--- src/rtl/tri_raster_collector.sv ---
// rtl/tri_raster_collector.sv - capture rasterizer point stream into an N x N bitmap and replay it row by row
//
// Purpose: collects (xo, yo) points while the rasterizer is busy, then, on the
// falling edge of busy, presents the bitmap one row per row_valid/row_ready
// handshake, pulses frame_done after the last row and clears for the next frame.
//
// Ports:
//   clk, reset              rising-edge clock, synchronous active-high reset
//   busy                    rasterizer busy; 1->0 ends the frame
//   po, xo, yo              point stream, one point per cycle, no backpressure
//   row_valid, row_ready    drained-row handshake
//   row_idx, row_mask       y index of the presented row and its pixel mask (bit i = x i)
//   pix_cnt                 distinct pixels captured in the current frame
//   frame_done              one-cycle pulse after the last row is accepted
//   dup_err, lost_err       sticky: repeated point / point dropped while draining
//
// Optional feature macro: TRI_COLLECT_BBOX_EN adds bb_xmin/bb_xmax/bb_ymin/bb_ymax
// and bb_valid, a bounding box over the captured points.

module tri_raster_collector #(
    parameter int COORD_W = 3,
    localparam int N      = 2 ** COORD_W,
    localparam int CNT_W  = 2 * COORD_W + 1
) (
    input  logic               clk,
    input  logic               reset,
    input  logic               busy,
    input  logic               po,
    input  logic [COORD_W-1:0] xo,
    input  logic [COORD_W-1:0] yo,
    output logic               row_valid,
    input  logic               row_ready,
    output logic [COORD_W-1:0] row_idx,
    output logic [N-1:0]       row_mask,
    output logic [CNT_W-1:0]   pix_cnt,
    output logic               frame_done,
    output logic               dup_err,
    output logic               lost_err
`ifdef TRI_COLLECT_BBOX_EN
    ,
    output logic [COORD_W-1:0] bb_xmin,
    output logic [COORD_W-1:0] bb_xmax,
    output logic [COORD_W-1:0] bb_ymin,
    output logic [COORD_W-1:0] bb_ymax,
    output logic               bb_valid
`endif
);

    typedef enum logic [1:0] {
        S_IDLE,
        S_COLLECT,
        S_DRAIN,
        S_DONE
    } state_t;

    state_t           state;
    logic             busy_q;
    logic [N*N-1:0]   bitmap;   // bit index {y, x}: row y occupies bits [y*N +: N]

    logic             capture;
    logic             hit;
    logic             new_pt;
    logic [CNT_W-1:0] cnt_next;

    // Points are accepted in IDLE and COLLECT only; later ones are counted as lost.
    assign capture  = po && (state == S_IDLE || state == S_COLLECT);
    assign hit      = bitmap[{yo, xo}];
    assign new_pt   = capture && !hit;
    assign cnt_next = pix_cnt + CNT_W'(new_pt);

    assign row_mask = bitmap[{row_idx, {COORD_W{1'b0}}} +: N];

    always_ff @(posedge clk) begin
        if (reset) begin
            state      <= S_IDLE;
            busy_q     <= 1'b0;
            bitmap     <= '0;
            row_valid  <= 1'b0;
            row_idx    <= '0;
            pix_cnt    <= '0;
            frame_done <= 1'b0;
            dup_err    <= 1'b0;
            lost_err   <= 1'b0;
`ifdef TRI_COLLECT_BBOX_EN
            bb_xmin    <= COORD_W'(N - 1);
            bb_xmax    <= '0;
            bb_ymin    <= COORD_W'(N - 1);
            bb_ymax    <= '0;
            bb_valid   <= 1'b0;
`endif
        end else begin
            busy_q <= busy;

            if (capture) begin
                bitmap[{yo, xo}] <= 1'b1;
                if (hit) begin
                    dup_err <= 1'b1;
                end else begin
                    pix_cnt <= cnt_next;
`ifdef TRI_COLLECT_BBOX_EN
                    if (xo < bb_xmin) bb_xmin <= xo;
                    if (xo > bb_xmax) bb_xmax <= xo;
                    if (yo < bb_ymin) bb_ymin <= yo;
                    if (yo > bb_ymax) bb_ymax <= yo;
`endif
                end
            end

            unique case (state)
                S_IDLE: begin
                    if (busy || po) state <= S_COLLECT;
                end
                S_COLLECT: begin
                    // A point in the same cycle as the busy fall is still in cnt_next.
                    if (!busy && busy_q) begin
                        state     <= S_DRAIN;
                        row_valid <= 1'b1;
                        row_idx   <= '0;
`ifdef TRI_COLLECT_BBOX_EN
                        bb_valid  <= (cnt_next != '0);
`endif
                    end
                end
                S_DRAIN: begin
                    if (po) lost_err <= 1'b1;
                    if (row_ready) begin
                        if (row_idx == COORD_W'(N - 1)) begin
                            state      <= S_DONE;
                            row_valid  <= 1'b0;
                            frame_done <= 1'b1;
                        end else begin
                            row_idx <= row_idx + COORD_W'(1);
                        end
                    end
                end
                S_DONE: begin
                    if (po) lost_err <= 1'b1;
                    state      <= S_IDLE;
                    frame_done <= 1'b0;
                    bitmap     <= '0;
                    pix_cnt    <= '0;
                    row_idx    <= '0;
`ifdef TRI_COLLECT_BBOX_EN
                    bb_xmin    <= COORD_W'(N - 1);
                    bb_xmax    <= '0;
                    bb_ymin    <= COORD_W'(N - 1);
                    bb_ymax    <= '0;
                    bb_valid   <= 1'b0;
`endif
                end
            endcase
        end
    end

endmodule
--- config.mk ---
export PLATFORM = sky130hd
export DESIGN_NAME = tri_raster_collector
export DESIGN_NICKNAME = d
export VERILOG_FILES = /design/src/rtl/tri_raster_collector.sv
export SDC_FILE = /design/constraint.sdc
export NUM_CORES = 1
export LEC_CHECK = 0
export CORE_MARGIN = 1
export CORE_UTILIZATION = 50
export DETAILED_ROUTE_END_ITERATION = 8
export HOLD_SLACK_MARGIN = 0.12
export PLACE_DENSITY_LB_ADDON = 0.2
export SYNTH_ARGS = -nofsm -noshare
export SYNTH_HDL_FRONTEND = slang
export SYNTH_SLANG_ARGS = --single-unit
--- constraint.sdc ---
create_clock -name clk -period 7.58 [get_ports clk]
set_input_delay 0.758 -clock clk [delete_from_list [all_inputs] [get_ports clk]]
set_output_delay 0.758 -clock clk [all_outputs]
set_load 0.01 [all_outputs]
* Word-level counts from Yosys, hierarchy flattened
Cells that the tools add are included.
Storage, ports and cells: bits in registers 81, logic and storage cells 66
Cells by class: add/subtract/negate cells 2, order comparisons 2, equal/unequal tests 9, shifts and indexed selects 1, muxes and demuxes 20, bitwise gates (word level) 2, reductions and logical operators 21
Operators with widths (number):
- 64-bit bitwise OR | 1
- 64-bit by 7-bit indexed part select with 8-bit output | 1
- 4-bit AND reduction | 3
- 3-bit two-way mux | 3
- 3-bit one-hot mux with 3 select lines | 1
- 2-bit two-way mux | 4
- 2-bit one-hot mux with 4 select lines | 1
- 7-bit by 1-bit adder with 7-bit output | 1
- 6-bit by 7-bit less-than comparator with 1-bit output, second input constant | 1
- 1-bit two-way mux | 7
- 1-bit binary-select mux with 6-bit select | 1
- 1-bit demux with 6-bit select | 1
- 6-bit by 1-bit >= comparator with 1-bit output, second input constant | 1
- 2-bit inequality test, second input constant | 3
- 2-bit AND reduction | 3
- 2-bit == test, second input constant | 2
- 1-bit logical AND | 4
- 2-bit by 1-bit inequality test with 1-bit output, second input constant | 2
- 1-bit one-hot mux with 2 select lines | 2
- 2-bit nonzero test | 2
- 2-bit OR reduction | 2
- 3-bit by 1-bit adder with 3-bit output, second input constant | 1
- 3-bit == test, second input constant | 1
- 3-bit AND reduction | 1
- other kinds (6) | 8

* Logic depth before layout (Yosys ltp)
depth after elaboration 5, mapped depth 14, gate-level depth less buffers 11

* Worst setup path after synthesis
OpenSTA, ideal clock, no wires.
kind input to register, from input port xo[0], to register pix_cnt[2], data arrival time 3.133 ns, data required time 7.452 ns, setup slack 4.319 ns, stages 13, path through buf_6 > mux4_2 > a32oi_1 > o211ai_1 > a221o_1 > nor3_4 > buf_6 > ha_1 > ha_1 > inv_1 > nor4_1 > xnor2_1 > nor2_1
Between the ends: cells in the longest elaborated chain, start to end 5, elaborated cells between the ends (all ways) 7, those cells by class add/sub (1); mux (2); bitwise (1); reduce/logical (3)
Ends and longest elaborated chain:
- start: declaration | RTL line 29 | input logic [COORD_W-1:0] xo,
- 1-bit binary-select mux with 6-bit select | RTL line 67 | assign hit = bitmap[{yo, xo}];
- 1-bit two-way mux (implied by the code) | RTL line 67
- 1-bit logical NOT | RTL line 68 | assign new_pt = capture && !hit;
- 1-bit logical AND | RTL line 68
- named net new_pt | RTL line 62 | logic new_pt;
- 7-bit by 1-bit adder with 7-bit output | RTL line 69 | assign cnt_next = pix_cnt + CNT_W'(new_pt);
- end signal: assignment | RTL line 99 | pix_cnt <= cnt_next;
- end: declaration | RTL line 35 | output logic [CNT_W-1:0] pix_cnt,
The timed path passes the listed nets, and every way through them passes these cells. The select of a mux whose other input is x is not followed. A chain may end at the register's enable or synchronous reset.

* Final worst setup path
from input port xo[1], to register pix_cnt[2]
Between the ends: cells in the longest elaborated chain, start to end 5, elaborated cells between the ends (all ways) 7, those cells by class add/sub (1); mux (2); bitwise (1); reduce/logical (3)
Ends and longest elaborated chain (RTL line):
- 1-bit binary-select mux with 6-bit select (*) | 67
- 1-bit two-way mux (implied by the code) (*) | 67
- 1-bit logical NOT | 68
- 1-bit logical AND | 68
- 7-bit by 1-bit adder with 7-bit output | 69
Mark *: on every way between the ends. The rest lies on a longest branch, timed or not. The select of a mux whose other input is x is not followed.

==> impl_metrics.csv <==
group,metric,value,unit
finish,syn_to_final_growth,10.4,%
critical_path,slowest_delay,1.01,ns
critical_path,cpMostUsedCell,"ha_1",
routing,vias,3491,
place,placed_area,4390,µm²
synth,synthArstFlopShare,0,%
floorplan,dieHeight,92.8,µm
synth,synthDistinctLibCells,59,
place,io_buffer_count,32,
clocking,ctsLongestPathBuffers,2,
clocking,clk_latency,0.36,ns
routing,drc,0,
sta,maxSlewViolCount,0,
synth,synthFlopType,"dfxtp_1",
global_route,grt_pass1_vias,3181,
clocking,h-tree-depth,3,
synth,synthCells,435,
finish,antenna_cells,0,
hold_path,holdCritStartpoint,"lost_err$_SDFFE_PP0P_",
synth,ys_seq_area_share,39.3,%
floorplan,initial_utilization,52.5,%
sta,finalCriticalPeriod,4.36,ns
global_route,grt_overflow,0,
critical_path,crit_arrival,4.59,ns
clocking,hold_buffers,0,
finish,layout-drive-gt1-share,12.4,%
global_route,grt_pass1_wl,17500,µm
finish,final_common_cell,"nor2_1",
sta,rsz0062_at_grt,"no",
clocking,clockRootBuffer,"clkbuf_8",
critical_path,slowest_stage,"clkdlybuf4s50_1",
power_and_ir_drop,power,967,µW
synth,synth-seq-cells,81,
critical_path,worstSetupPathType,"input pin to flip-flop",
sta,hold_violations,0,
critical_path,cp_max_fo,23,
sta,slew_headroom,30.9,%
floorplan,ioPinCount,33,
place,hpwl,7490,µm
sta,period_share,57.6,%
clocking,numCtsBuffers,9,
floorplan,die_area,8610,µm²
critical_path,endpoint,"pix_cnt[2]$_SDFFE_PP0P_",
sta,finalClockSkew,0.00737,ns
critical_path,r2r_cells,11,
place,gp_congestion,0.889,
critical_path,ff2ff_setup_slack,4.39,ns
sta,fmax,229,MHz
floorplan,rows,32,
synth,synth_edf_count,0,
routing,routedWlPerCell,19.8,µm
finish,final_cell_mix,"83 x nor2_1, 81 x dfxtp_1, 67 x a21oi_1",
floorplan,core,7850,µm²
sta,hold_ws,0.446,ns
hold_path,hp-class,"flip-flop to flip-flop",
global_route,gr-usage-all-layers,26.9,%
sta,setup_tns,0,ns
power_and_ir_drop,power_leakage,0.00173,µW
critical_path,crit_chain,"clkdlybuf4s50_1 > mux4_1 > mux2_2 > a221o_1 > nor3_4 > ha_1 > ha_1 > inv_1 > nor4_1 > xnor2_1 > nor2_1",
clocking,clk_pin_slew,0.08,ns
critical_path,crit_path_start,"xo[1]",
routing,routed_wl,11000,µm
synth,synth_area,4120,µm²
finish,final_area,4550,µm²
critical_path,required,7.80,ns
finish,nets,467,
clocking,clock_sinks,81,
power_and_ir_drop,p_per_area,212,nW/µm²
critical_path,r2r_end,"pix_cnt[2]$_SDFFE_PP0P_",
synth,avgSynthCellArea,9.48,µm²
finish,postLayoutCoreUtil,58.0,%
job,cap_viol_max_count,0,
routing,vias_per_cell,6.30,
global_route,antenna_found_initial,0,
finish,fillerInstances,704,
routing,ant_nets,0,
floorplan,dieWidth,92.8,µm
clocking,post_cts_resized,0,
critical_path,cp-end-kind,"flip-flop",
critical_path,timing.rr.start,"bitmap[46]$_SDFFE_PP0N_",
routing,drt_iter0_drc,303,
synth,ys_warn_count,0,
status,outcome,"finished clean",
critical_path,worstSetupStartpointType,"input pin",
power_and_ir_drop,ir_worst_vdd,0.000110,V
sta,worst_pin_slew,1.04,ns
clocking,postCtsSetupBuffers,0,
routing,firstDrtPassIters,5,
synth,syn_nets,454,
sta,finalSetupViolCount,0,
global_route,grt_max_degree,39,
clocking,cts_tree,"built",
==> cell families (layout without fill, tap and decap cells) <==
group,count (synthesis),count (layout),synth area share [%]
and+or+nand+nor,143,143,16.3
DFF,81,81,39.3
xor gates and xnor gates,1,1,0.212
adders and majority gates,8,8,2.43
muxes,42,42,18.1
AOI/OAI and AO/OA,113,113,17.2
buffers and inverters,47,64,6.46
==> per-stage QoR <==
step	worst slack (ns)	instances
final	3.22	554
after global routing	3.00	554
after CTS	3.26	554
after detailed placement	2.87	539
after global placement	3.01	539
after floorplan	4.32	435
==> per-layer routing <==
metal | vias up | GRT usage [%] | wire (µm)
met5 | - | 0 | 0
met4 | 0 | 8.21 | 104
met3 | 12 | 6.98 | 915
met2 | 153 | 39.0 | 4970
met1 | 1714 | 39.1 | 4960
li1 | 1612 | - | -
==> layout make-up <==
type                    count  area (µm²)  share of cell area [%]
inverters                  12        45.0                   0.989
multi-input cells         307        2240                    49.2
clock buffers              11         141                    3.11
flip-flops and latches     81        1620                    35.6
repair buffers             37         358                    7.86
well taps                 102         128                    2.80
clock inverters             4        20.0                   0.440
==> where the power goes <==
| part | total [µW] | internal, µW | switching (µW) | leakage, µW |
|---|---|---|---|---|
| logic | 234 | 90.3 | 143 | 0.000983 |
| clock network | 277 | 124 | 153 | 0.0000887 |
| registers | 456 | 443 | 13.8 | 0.000654 |
==> state kept, by name, summed over array words and instances (netlist names) <==
register	count
bitmap	64
pix_cnt	7
row_idx	3
state	2
busy_q	1
dup_err	1
frame_done	1
lost_err	1
row_valid	1
==> synthesized netlist by cell type (2+ instances only) <==
master	number	area share (%)
nor2_1	83	7.6
dfxtp_1	81	39
a21oi_1	67	8.1
clkbuf_1	22	2.0
mux4_2	17	9.3
nand2_1	13	1.2
inv_1	12	1.1
a31oi_1	11	1.7
nor3_1	11	1.3
mux2_2	10	2.7
ha_1	8	2.4
mux2i_1	8	1.9
buf_6	7	1.9
a221o_1	6	1.5
and3_1	6	0.91
mux4_1	6	3.8
nand3_1	5	0.61
nor3b_1	4	0.73
and2_1	3	0.46
clkbuf_8	3	1.0
nor2b_1	3	0.46
o211ai_1	3	0.55
a211oi_1	2	0.36
a21o_2	2	0.42
a221oi_1	2	0.42
a22o_1	2	0.42
a311oi_1	2	0.42
a41o_1	2	0.49
and3b_1	2	0.42
buf_4	2	0.36
o22ai_1	2	0.30
==> how the worst min path moves through the flow <==
stage / to / depth (start not counted)
finish: lost_err$_SDFFE_PP0P_ / 2
CTS: lost_err$_SDFFE_PP0P_ / 2
global route: lost_err$_SDFFE_PP0P_ / 2
global placement: lost_err$_SDFFE_PP0P_ / 2
floorplan: bitmap[48]$_SDFFE_PP0N_ / 2
detailed placement: lost_err$_SDFFE_PP0P_ / 2
==> worst max-delay path: cells and delay by family <==
kind | cells | cell delay [ns]
adders and majority gates | 2 | 0.48
xor gates and xnor gates | 1 | 0.16
buffers and inverters | 2 | 1.06
AOI/OAI and AO/OA | 1 | 0.37
muxes | 2 | 0.92
and+or+nand+nor | 3 | 0.83
(Power assumes the default switching activity.)
